[src/rtl/intr_pkg.sv]
// Shared types and constants for the machine-mode interrupt controller.
package intr_pkg;

  // Trap handshake phase: waiting for a source, requesting, handler running.
  typedef enum logic [1:0] {
    IDLE    = 2'd0,
    REQ     = 2'd1,
    SERVICE = 2'd2
  } intr_state_e;

  // mcause values for the two interrupt sources (interrupt bit set).
  localparam logic [31:0] CAUSE_EXT = 32'h8000000B;
  localparam logic [31:0] CAUSE_TMR = 32'h80000007;

  // Bit positions of the enables in mie and the pending flags in mip.
  localparam int MEIE = 11;
  localparam int MTIE = 7;

endpackage

[src/rtl/intr_ctrl_if.sv]
// Trap handshake between the interrupt controller and the pipeline.
//
// Handshake: the controller raises intr_req with intr_cause and holds both
// stable until either the pipeline answers with a one-cycle trap_ack (the
// trap is taken and in_service rises the next cycle) or the selected source
// loses eligibility (intr_req drops the next cycle). An ack in the same cycle
// as a loss of eligibility counts as the ack. While in_service is high the
// pipeline ends the handler with a one-cycle mret pulse. trap_ack while
// intr_req is low and mret while in_service is low have no effect.
interface intr_ctrl_if;
  import intr_pkg::*;

  logic        intr_req;
  logic [31:0] intr_cause;
  logic        in_service;
  logic        trap_ack;
  logic        mret;
  intr_state_e state;   // controller phase, exposed for debug and checkers

  modport master (
    output intr_req,
    output intr_cause,
    output in_service,
    output state,
    input  trap_ack,
    input  mret
  );

  modport slave (
    input  intr_req,
    input  intr_cause,
    input  in_service,
    input  state,
    output trap_ack,
    output mret
  );

endinterface

[src/rtl/intr_timer.sv]
// Machine timer: free-running mtime, writable mtimecmp, registered mtip flag.
module intr_timer #(
  parameter int TIMER_W = 32
) (
  input  logic               clk,
  input  logic               reset,
  input  logic               cmp_we,
  input  logic [TIMER_W-1:0] cmp_wdata,
  output logic [TIMER_W-1:0] mtime,
  output logic               mtip
);

  logic [TIMER_W-1:0] mtime_q, mtime_d;
  logic [TIMER_W-1:0] mtimecmp_q, mtimecmp_d;
  logic               mtip_q, mtip_d;

  // Next-state: count every cycle (wrapping), load compare on write, and
  // compare against the compare value that is already registered, so a new
  // compare value is seen one cycle after it lands.
  always_comb begin
    mtime_d    = mtime_q + TIMER_W'(1);
    mtimecmp_d = mtimecmp_q;
    if (cmp_we) begin
      mtimecmp_d = cmp_wdata;
    end
    mtip_d = (mtime_q >= mtimecmp_q);
  end

  // Timer registers; compare starts at all-ones so nothing fires out of reset.
  always_ff @(posedge clk or posedge reset) begin
    if (reset) begin
      mtime_q    <= '0;
      mtimecmp_q <= '1;
      mtip_q     <= 1'b0;
    end else begin
      mtime_q    <= mtime_d;
      mtimecmp_q <= mtimecmp_d;
      mtip_q     <= mtip_d;
    end
  end

  assign mtime = mtime_q;
  assign mtip  = mtip_q;

endmodule

[src/rtl/intr_ctrl.sv]
// Machine-mode interrupt controller: external pending latch, machine timer,
// fixed-priority arbitration and the trap entry/return sequencer.
module intr_ctrl #(
  parameter int          TIMER_W   = 32,
  parameter logic [31:0] CAUSE_EXT = intr_pkg::CAUSE_EXT,
  parameter logic [31:0] CAUSE_TMR = intr_pkg::CAUSE_TMR
) (
  input  logic               clk,
  input  logic               reset,
  input  logic               ext_intr,
  input  logic               csr_mstatus_mie,
  input  logic               csr_meie,
  input  logic               csr_mtie,
  input  logic               cmp_we,
  input  logic [TIMER_W-1:0] cmp_wdata,
  intr_ctrl_if.master        bus,
  output logic               mip_meip,
  output logic               mip_mtip,
  output logic [TIMER_W-1:0] mtime
);
  import intr_pkg::*;

  intr_state_e state_q, state_d;
  logic [31:0] cause_q, cause_d;
  logic        ext_q;
  logic        meip_q, meip_d;
  logic        mtip;
  logic        ext_ok, tmr_ok, sel_ok, ack_acc, ext_edge, ext_clr;

  intr_timer #(
    .TIMER_W (TIMER_W)
  ) u_timer (
    .clk       (clk),
    .reset     (reset),
    .cmp_we    (cmp_we),
    .cmp_wdata (cmp_wdata),
    .mtime     (mtime),
    .mtip      (mtip)
  );

  // Eligibility of each source and the external pending-bit update; a fresh
  // edge beats the clear from an accepted external trap in the same cycle.
  always_comb begin
    ext_ok   = meip_q & csr_meie & csr_mstatus_mie;
    tmr_ok   = mtip & csr_mtie & csr_mstatus_mie;
    sel_ok   = (cause_q == CAUSE_EXT) ? ext_ok : tmr_ok;
    ack_acc  = bus.trap_ack & (state_q == REQ);
    ext_edge = ext_intr & ~ext_q;
    ext_clr  = ack_acc & (cause_q == CAUSE_EXT);
    meip_d   = ext_edge | (meip_q & ~ext_clr);
  end

  // Trap sequencer: arbitrate only in IDLE so the cause is frozen while the
  // pipeline is asked, and never raise a request during a handler.
  always_comb begin
    state_d = state_q;
    cause_d = cause_q;
    case (state_q)
      IDLE: begin
        if (ext_ok) begin
          state_d = REQ;
          cause_d = CAUSE_EXT;
        end else if (tmr_ok) begin
          state_d = REQ;
          cause_d = CAUSE_TMR;
        end
      end
      REQ: begin
        if (ack_acc) begin
          state_d = SERVICE;
        end else if (!sel_ok) begin
          state_d = IDLE;
        end
      end
      SERVICE: begin
        if (bus.mret) begin
          state_d = IDLE;
        end
      end
      default: begin
        state_d = IDLE;
      end
    endcase
  end

  // Sequencer, cause and external-interrupt registers.
  always_ff @(posedge clk or posedge reset) begin
    if (reset) begin
      state_q <= IDLE;
      cause_q <= '0;
      ext_q   <= 1'b0;
      meip_q  <= 1'b0;
    end else begin
      state_q <= state_d;
      cause_q <= cause_d;
      ext_q   <= ext_intr;
      meip_q  <= meip_d;
    end
  end

  // Handshake outputs decode straight from the phase so reset drops them at once.
  assign bus.intr_req   = (state_q == REQ);
  assign bus.in_service = (state_q == SERVICE);
  assign bus.intr_cause = cause_q;
  assign bus.state      = state_q;
  assign mip_meip       = meip_q;
  assign mip_mtip       = mtip;

  // A request and a running handler never overlap.
  a_req_svc_excl: assert property (@(posedge clk) disable iff (reset)
    !((state_q == REQ) && (state_q == SERVICE) ) && !(bus.intr_req && bus.in_service));

  // The cause stays put for as long as the request is held.
  a_cause_stable: assert property (@(posedge clk) disable iff (reset)
    ((state_q == REQ) && (state_d == REQ)) |=> $stable(cause_q));

endmodule

[src/flat_wrapper.sv]
// flat-port wrapper written by rule: the top's interface ports become plain ports
module intr_ctrl_flat import intr_pkg::*;
#(
  parameter int          TIMER_W   = 32,
  parameter logic [31:0] CAUSE_EXT = intr_pkg::CAUSE_EXT,
  parameter logic [31:0] CAUSE_TMR = intr_pkg::CAUSE_TMR
)
  (clk, reset, ext_intr, csr_mstatus_mie, csr_meie, csr_mtie, cmp_we, cmp_wdata, mip_meip, mip_mtip, mtime, bus_intr_req, bus_intr_cause, bus_in_service, bus_state, bus_trap_ack, bus_mret);
  intr_ctrl_if bus_i ();
  input  logic clk;
  input  logic reset;
  input  logic ext_intr;
  input  logic csr_mstatus_mie;
  input  logic csr_meie;
  input  logic csr_mtie;
  input  logic cmp_we;
  input  logic [TIMER_W-1:0] cmp_wdata;
  output logic mip_meip;
  output logic mip_mtip;
  output logic [TIMER_W-1:0] mtime;
  output wire logic [$bits(bus_i.intr_req)-1:0] bus_intr_req;
  output wire logic [$bits(bus_i.intr_cause)-1:0] bus_intr_cause;
  output wire logic [$bits(bus_i.in_service)-1:0] bus_in_service;
  output wire logic [$bits(bus_i.state)-1:0] bus_state;
  input wire logic [$bits(bus_i.trap_ack)-1:0] bus_trap_ack;
  input wire logic [$bits(bus_i.mret)-1:0] bus_mret;
  assign bus_intr_req = bus_i.intr_req;
  assign bus_intr_cause = bus_i.intr_cause;
  assign bus_in_service = bus_i.in_service;
  assign bus_state = bus_i.state;
  assign bus_i.trap_ack = bus_trap_ack;
  assign bus_i.mret = bus_mret;
  intr_ctrl #(.TIMER_W(TIMER_W), .CAUSE_EXT(CAUSE_EXT), .CAUSE_TMR(CAUSE_TMR)) u_core (.clk(clk), .reset(reset), .ext_intr(ext_intr), .csr_mstatus_mie(csr_mstatus_mie), .csr_meie(csr_meie), .csr_mtie(csr_mtie), .cmp_we(cmp_we), .cmp_wdata(cmp_wdata), .bus(bus_i), .mip_meip(mip_meip), .mip_mtip(mip_mtip), .mtime(mtime));
endmodule
[config.mk]
export PLATFORM = sky130hd
export DESIGN_NAME = intr_ctrl_flat
export DESIGN_NICKNAME = d
export VERILOG_FILES = /design/src/rtl/intr_pkg.sv /design/src/rtl/intr_ctrl_if.sv /design/src/rtl/intr_timer.sv /design/src/rtl/intr_ctrl.sv /design/src/flat_wrapper.sv
export SDC_FILE = /design/constraint.sdc
export NUM_CORES = 1
export LEC_CHECK = 0
export ABC_AREA = 1
export CORE_UTILIZATION = 54
export CTS_CLUSTER_DIAMETER = 40
export DETAILED_ROUTE_END_ITERATION = 8
export PLACE_DENSITY = 0.9
export SETUP_SLACK_MARGIN = 0.02
export SLEW_MARGIN = 40
export SYNTH_ARGS = -nofsm -noshare
export SYNTH_HDL_FRONTEND = slang
export SYNTH_SLANG_ARGS = --single-unit
[constraint.sdc]
create_clock -name clk -period 3.85 [get_ports clk]
set_input_delay 0.5775 -clock clk [delete_from_list [all_inputs] [get_ports clk]]
set_output_delay 0.5775 -clock clk [all_outputs]
set_load 0.02 [all_outputs]
=== Word level (Yosys, flattened, before mapping) ===
Cells that the tools add are included.

* Input bits: 41
* Latch bits: 0
* Memories: 0
* ROM bits: 0
* Memory bits (writable): 0
* Output and inout port bits: 70
* Logic and storage cells: 39
* Flip-flop bits (word level): 101

* Shift-type cells: 0
* Order comparisons: 1
* Reduce and logical (&&, ||, !) cells: 4
* Div/mod/pow operators: 0
* Muxes and demuxes: 9
* Bitwise logic cells: 11
* Equality and inequality tests: 6
* Multiply operators: 0
* Add/sub/neg operators: 1

{| class="wikitable"
|+ Operators with widths
! operator !! count
|-
| 32-bit two-way mux || 2
|-
| 32-bit by 1-bit adder with 32-bit output (second input constant) || 1
|-
| 32-bit equality test (second input constant) || 1
|-
| 32-bit >= comparator || 1
|-
| 2-bit two-way mux || 5
|-
| 1-bit bitwise AND || 8
|-
| 2-bit one-hot mux with 3 select lines || 1
|-
| 3-bit by 1-bit != test with 1-bit output (second input constant) || 1
|-
| 3-bit != test (second input constant) || 1
|-
| 3-bit AND reduction || 1
|-
| 2-bit by 1-bit equality test with 1-bit output (second input constant) || 1
|-
| 2-bit equality test (second input constant) || 1
|-
| 2-bit logical NOT || 1
|-
| 2-bit by 1-bit != test with 1-bit output (second input constant) || 1
|-
| 1-bit inverter || 2
|-
| 2-bit AND reduction || 1
|-
| 2-bit nonzero test || 1
|-
| 1-bit two-way mux || 1
|-
| 1-bit bitwise OR || 1
|}

=== Longest topological paths before layout ===
* Depth in word-level cells: 6
* Gate-level depth with buffers: 13
* Depth with buffers taken out: 13

=== Modules after synthesis ===
From an unflattened synthesis, not the netlist that was laid out.

* Cell total of the unflattened synthesis: 512
* Area, all modules: 4297.9 µm²

{| class="wikitable"
|+ By module, submodules not included
! module !! area each (µm²) !! instances !! cells an instance !! sequential area each (µm²)
|-
| intr_timer || 3744.8 || 1 || 442 || 1666.6
|-
| intr_ctrl || 553.0 || 1 || 70 || 175.2
|}

=== Worst setup path before layout ===
Ideal clock, no wire load.

* Kind: register -> register
* Start: register u_core.u_timer.mtime_q[1], in the netlist u_core.u_timer.mtime[1]
* End: register u_core.u_timer.mtime_q[28], in the netlist u_core.u_timer.mtime[28]
* Library setup time: 0.132 ns
* Data required time: 3.718 ns
* Stages on the path, launching flop included: 8
* Period minus slack after synthesis: 1.599 ns
* Setup slack: 2.251 ns
* Data arrival time: 1.467 ns
* Path buffers: 0
* Cells stage by stage: dfrtp_1 > ha_1 > nand3_2 > nor2_4 > nand2_4 > nor2_4 > nand2_2 > xnor2_2

* Longest elaborated chain between the ends: 1

{| class="wikitable"
|+ Ends and longest elaborated chain
! item !! RTL line !! RTL
|-
| from (decl) || intr_timer.sv:13 || <nowiki>logic [TIMER_W-1:0] mtime_q, mtime_d;</nowiki>
|-
| from (signal assigned) || intr_timer.sv:36 || <nowiki>mtime_q <= mtime_d;</nowiki>
|-
| 32-bit by 1-bit adder with 32-bit output || intr_timer.sv:21 || <nowiki>mtime_d = mtime_q + TIMER_W'(1);</nowiki>
|-
| net u_core.u_timer.mtime_d[28] || intr_timer.sv:13 ||
|}

The timed path passes the listed nets, and every way through them passes these cells.
A chain may end at the register's enable or synchronous reset.

=== Final worst setup path ===
* Start: register u_core.state_q[0], in the netlist u_core.bus.state[0]
* End: output bus_intr_req

* Longest elaborated chain between the ends: 1

{| class="wikitable"
|+ Ends and longest elaborated chain
! item !! RTL line !! RTL
|-
| from (decl) || intr_ctrl.sv:23 || <nowiki>intr_state_e state_q, state_d;</nowiki>
|-
| from (signal assigned) || intr_ctrl.sv:94 || <nowiki>state_q <= state_d;</nowiki>
|-
| 2-bit by 1-bit equality test with 1-bit output || intr_ctrl.sv:102 || <nowiki>assign bus.intr_req = (state_q == REQ);</nowiki>
|-
| to (decl) || flat_wrapper.sv:21 || <nowiki>output wire logic [$bits(bus_i.intr_req)-1:0] bus_intr_req;</nowiki>
|}

No other way between the ends.

==> results.md <==
- Worst IR Drop VDD: 0.199 mV
- Worst endpoint data arrival time: 1.60 ns
- Mean area per synthesized cell: 8.62 um2
- Num ports: 111
- Clock Skews: 0.0117 ns
- P_leak: 2.56 nW
- Synth top area cells: dfrtp_1 23%, dfstp_2 19%, nand2_1 9.7%
- Synth Area in Simple Gates: 0.225
- Seq/Total Area, Yosys: 0.423
- Adder-cell share of the synthesized area: 0.0949
- R2R Path Start: u_core.u_timer.mtimecmp_q[15]$_DFFE_PP1P_
- Commonest cells after routing, fill and taps aside: 113 x nand2_1, 82 x clkdlybuf4s50_1, 67 x inv_1
- Dpl hpwl: 7.11 mm
- # setup viols final: 0
- TritonCTS clock tree: done
- Dpl cells: 682
- Routed WL: 9.26 mm
- # rows: 32
- CP endpoint kind: primary output
- Cells after Synth: 505
- GR Util All Layers: 0.236
- Least-Margin Pin Slew: 0.653 ns
- Hold path cells: 1
- DR pass1 iterations: 6
- DR iter-0 viols: 94
- Critical Setup Path Class: flip-flop to primary output
- Antenna violations before repair: 0
- Most common cell after layout, fill and taps aside: nand2_1
- Leading area contributor after synthesis: dfrtp_1
- # hold bufs at CTS: 0
- CP Max Fanout: 5
- Slew Viols, Final: 0
- Startpoint Class: flip-flop
- Layout Nets: 665
- Hold Fails Final Rpt: 0
- Netlist cell types: 34
- WL/cell: 13.3 um
- Met2 usage: 0.414
- Met1 Track Usage GR: 0.290
- Yosys warnings: 0
- Max Clk Rate: 460 MHz
- Later-pin clock latency in the skew report: 0.35 ns
- Multiplexer share of the synthesized area: 0.00489
- PD cells: 314 mW/mm2
- Clock Root Buffer: clkbuf_8
- Deepest clock path buffer count: 2
- R2r worst-path depth: 10
- Area Overhead vs Synth: 24.1%
- R2R setup slack: 2.15 ns
- Hold Path Origin: u_core.ext_q$_DFF_PP0_
- Setup slack after layout: 1.68 ns
- Post-route setup TNS: 0 ns
- Hold WC Path Type: flip-flop to flip-flop
- Relative slew slack: 0.565
- Largest net degree at the start of global routing: 64
- Met3 Use GR: 0.0415
- Clock Sinks: 72
- Clk slew on worst S/H paths: 0.08 ns
- Final period util: 0.564
- Die height: 91.8 um
- Mapped Area: 0.00435 mm2
- Initial Util: 0.560
- Grt ovf: 0
- Critical path required time: 3.27 ns
- Core region area: 0.00777 mm2
- Die area: 0.00842 mm2
- Synth Area in Compound Gates: 0.0696
- Post-DR vias/cell: 4.87
- Worst r2r dst: u_core.u_timer.mtip$_DFF_PP0_
- Vias in the first global route: 3,418
- Number of buffers added on ports: 83
- Layout cells sized above 1: 0.148
- RSZ-0062 raised after global routing: false
- Maximum Capacitance Violations: 0
- Most crowded layer after global routing: met2
- Remaining DRCs: 0
- First-pass GRT wire length: 15.6 mm
- Post-CTS setup buffers: 0
- CTS HTree Levels: 3
- Routed Antenna Nets: 0
- Num CTS Buffers: 9
- Period minus WS final: 2.17 ns
- Final Non-Filler Cells: 698
- Pre-CTS WS: 2.02 ns
- FF+latch count, synth: 72
- Antenna diodes: 0
- Top cell type's share of synthesized area: 0.230
- Largest family of logic cells by synthesized area: simple AND/OR/NAND/NOR gates
- Resized cells post-CTS: 0
- Xor/xnor share of the synthesized area: 0.0635
- Status: complete, no violations
- Vias: 3,402
- End of the worst hold path: u_core.mip_meip$_DFF_PP0_
- Gpl congestion: 0.843
- Fillcell total: 636
- Die Width: 91.8 um
==> cells by family after synthesis <==
group,after synthesis
flip-flops,72
XOR/XNOR,29
AO/OA/AOI/OAI,58
AND/OR/NAND/NOR,202
other,1
multiplexers,2
adder cells (fa/ha/maj),33
buffers and inverters,108
==> routing by layer <==
| metal | part of all wire | routed length [um] |
|---|---|---|
| met5 | 0 | 0 |
| met3 | 0.046 | 427 |
| met2 | 0.51 | 4720 |
| met4 | 0.020 | 182 |
| met1 | 0.42 | 3930 |
==> synth_stat cells, drive strengths merged <==
master  instances
inv            72
nor3           13
conb            1
clkbuf          7
ha             33
o31ai           1
or2             1
nand3          12
o21ai          38
xor2           20
a21o            2
o21a            2
a21oi          15
xnor2           9
nand4           5
nor2           47
dfstp          32
dfrtp          40
nand3b          2
mux2            1
nand2         122
buf            29
mux2i           1
==> worst max-delay path, stage by stage (launching register included) <==
cell and delay, ns:
dfrtp_1 0.40, inv_1 0.05, nor2_1 0.16, clkdlybuf4s50_1 0.63
==> where the power goes <==
part | internal (W) | leakage, nW | switching [W]
Clock | 0.000364 | 0.101 | 0.000282
Combinational | 0.0000878 | 1.59 | 0.000129
Sequential | 0.000816 | 0.864 | 0.0000144
Total | 0.00127 | 2.56 | 0.000425
==> per-stage QoR <==
step	utilization	hold WS, ns	total power [W]	instance area (um2)
2_1_floorplan	-	0.400	0.000990	4450
3_5_place_dp	0.667	0.418	0.00106	5180
4_1_cts	0.695	0.430	0.00171	5400
6_report	0.695	0.437	0.00169	5400
5_1_grt	0.695	0.466	0.00178	5400
3_3_place_gp	0.666	0.402	0.00105	5170
==> worst max-delay path by stage <==
stage	startpoint	end	slack, ns	depth (start not counted)
after floorplan	reset	u_core.bus.intr_cause[1]$_DFFE_PP0P_	1.50	1
after global placement	reset	u_core.u_timer.mtimecmp_q[14]$_DFFE_PP1P_	1.80	3
after detailed placement	csr_mstatus_mie	u_core.bus.intr_cause[3]$_DFFE_PP0P_	2.02	6
after CTS	u_core.bus.state[0]$_DFFE_PP0P_	bus_intr_req	1.66	3
after global routing	u_core.bus.state[0]$_DFFE_PP0P_	bus_intr_req	1.58	3
final	u_core.bus.state[0]$_DFFE_PP0P_	bus_intr_req	1.68	3
==> layout make-up <==
cell class | instances | area (um2) | area share
flip-flops and latches | 72 | 1840 | 0.341
multi-input cells | 351 | 2090 | 0.388
clock inverters | 7 | 96.3 | 0.0178
inverters | 72 | 273 | 0.0505
repair buffers | 85 | 843 | 0.156
well taps | 102 | 128 | 0.0236
clock buffers | 9 | 124 | 0.0229
==> registers in the layout, indices dropped and copies added (netlist names) <==
signal and flops:
u_core.u_timer.mtime 32, u_core.u_timer.mtimecmp_q 32, u_core.bus.intr_cause 3, u_core.bus.state 2
u_core.ext_q 1, u_core.mip_meip 1, u_core.u_timer.mtip 1
(Power assumes the default switching activity.)
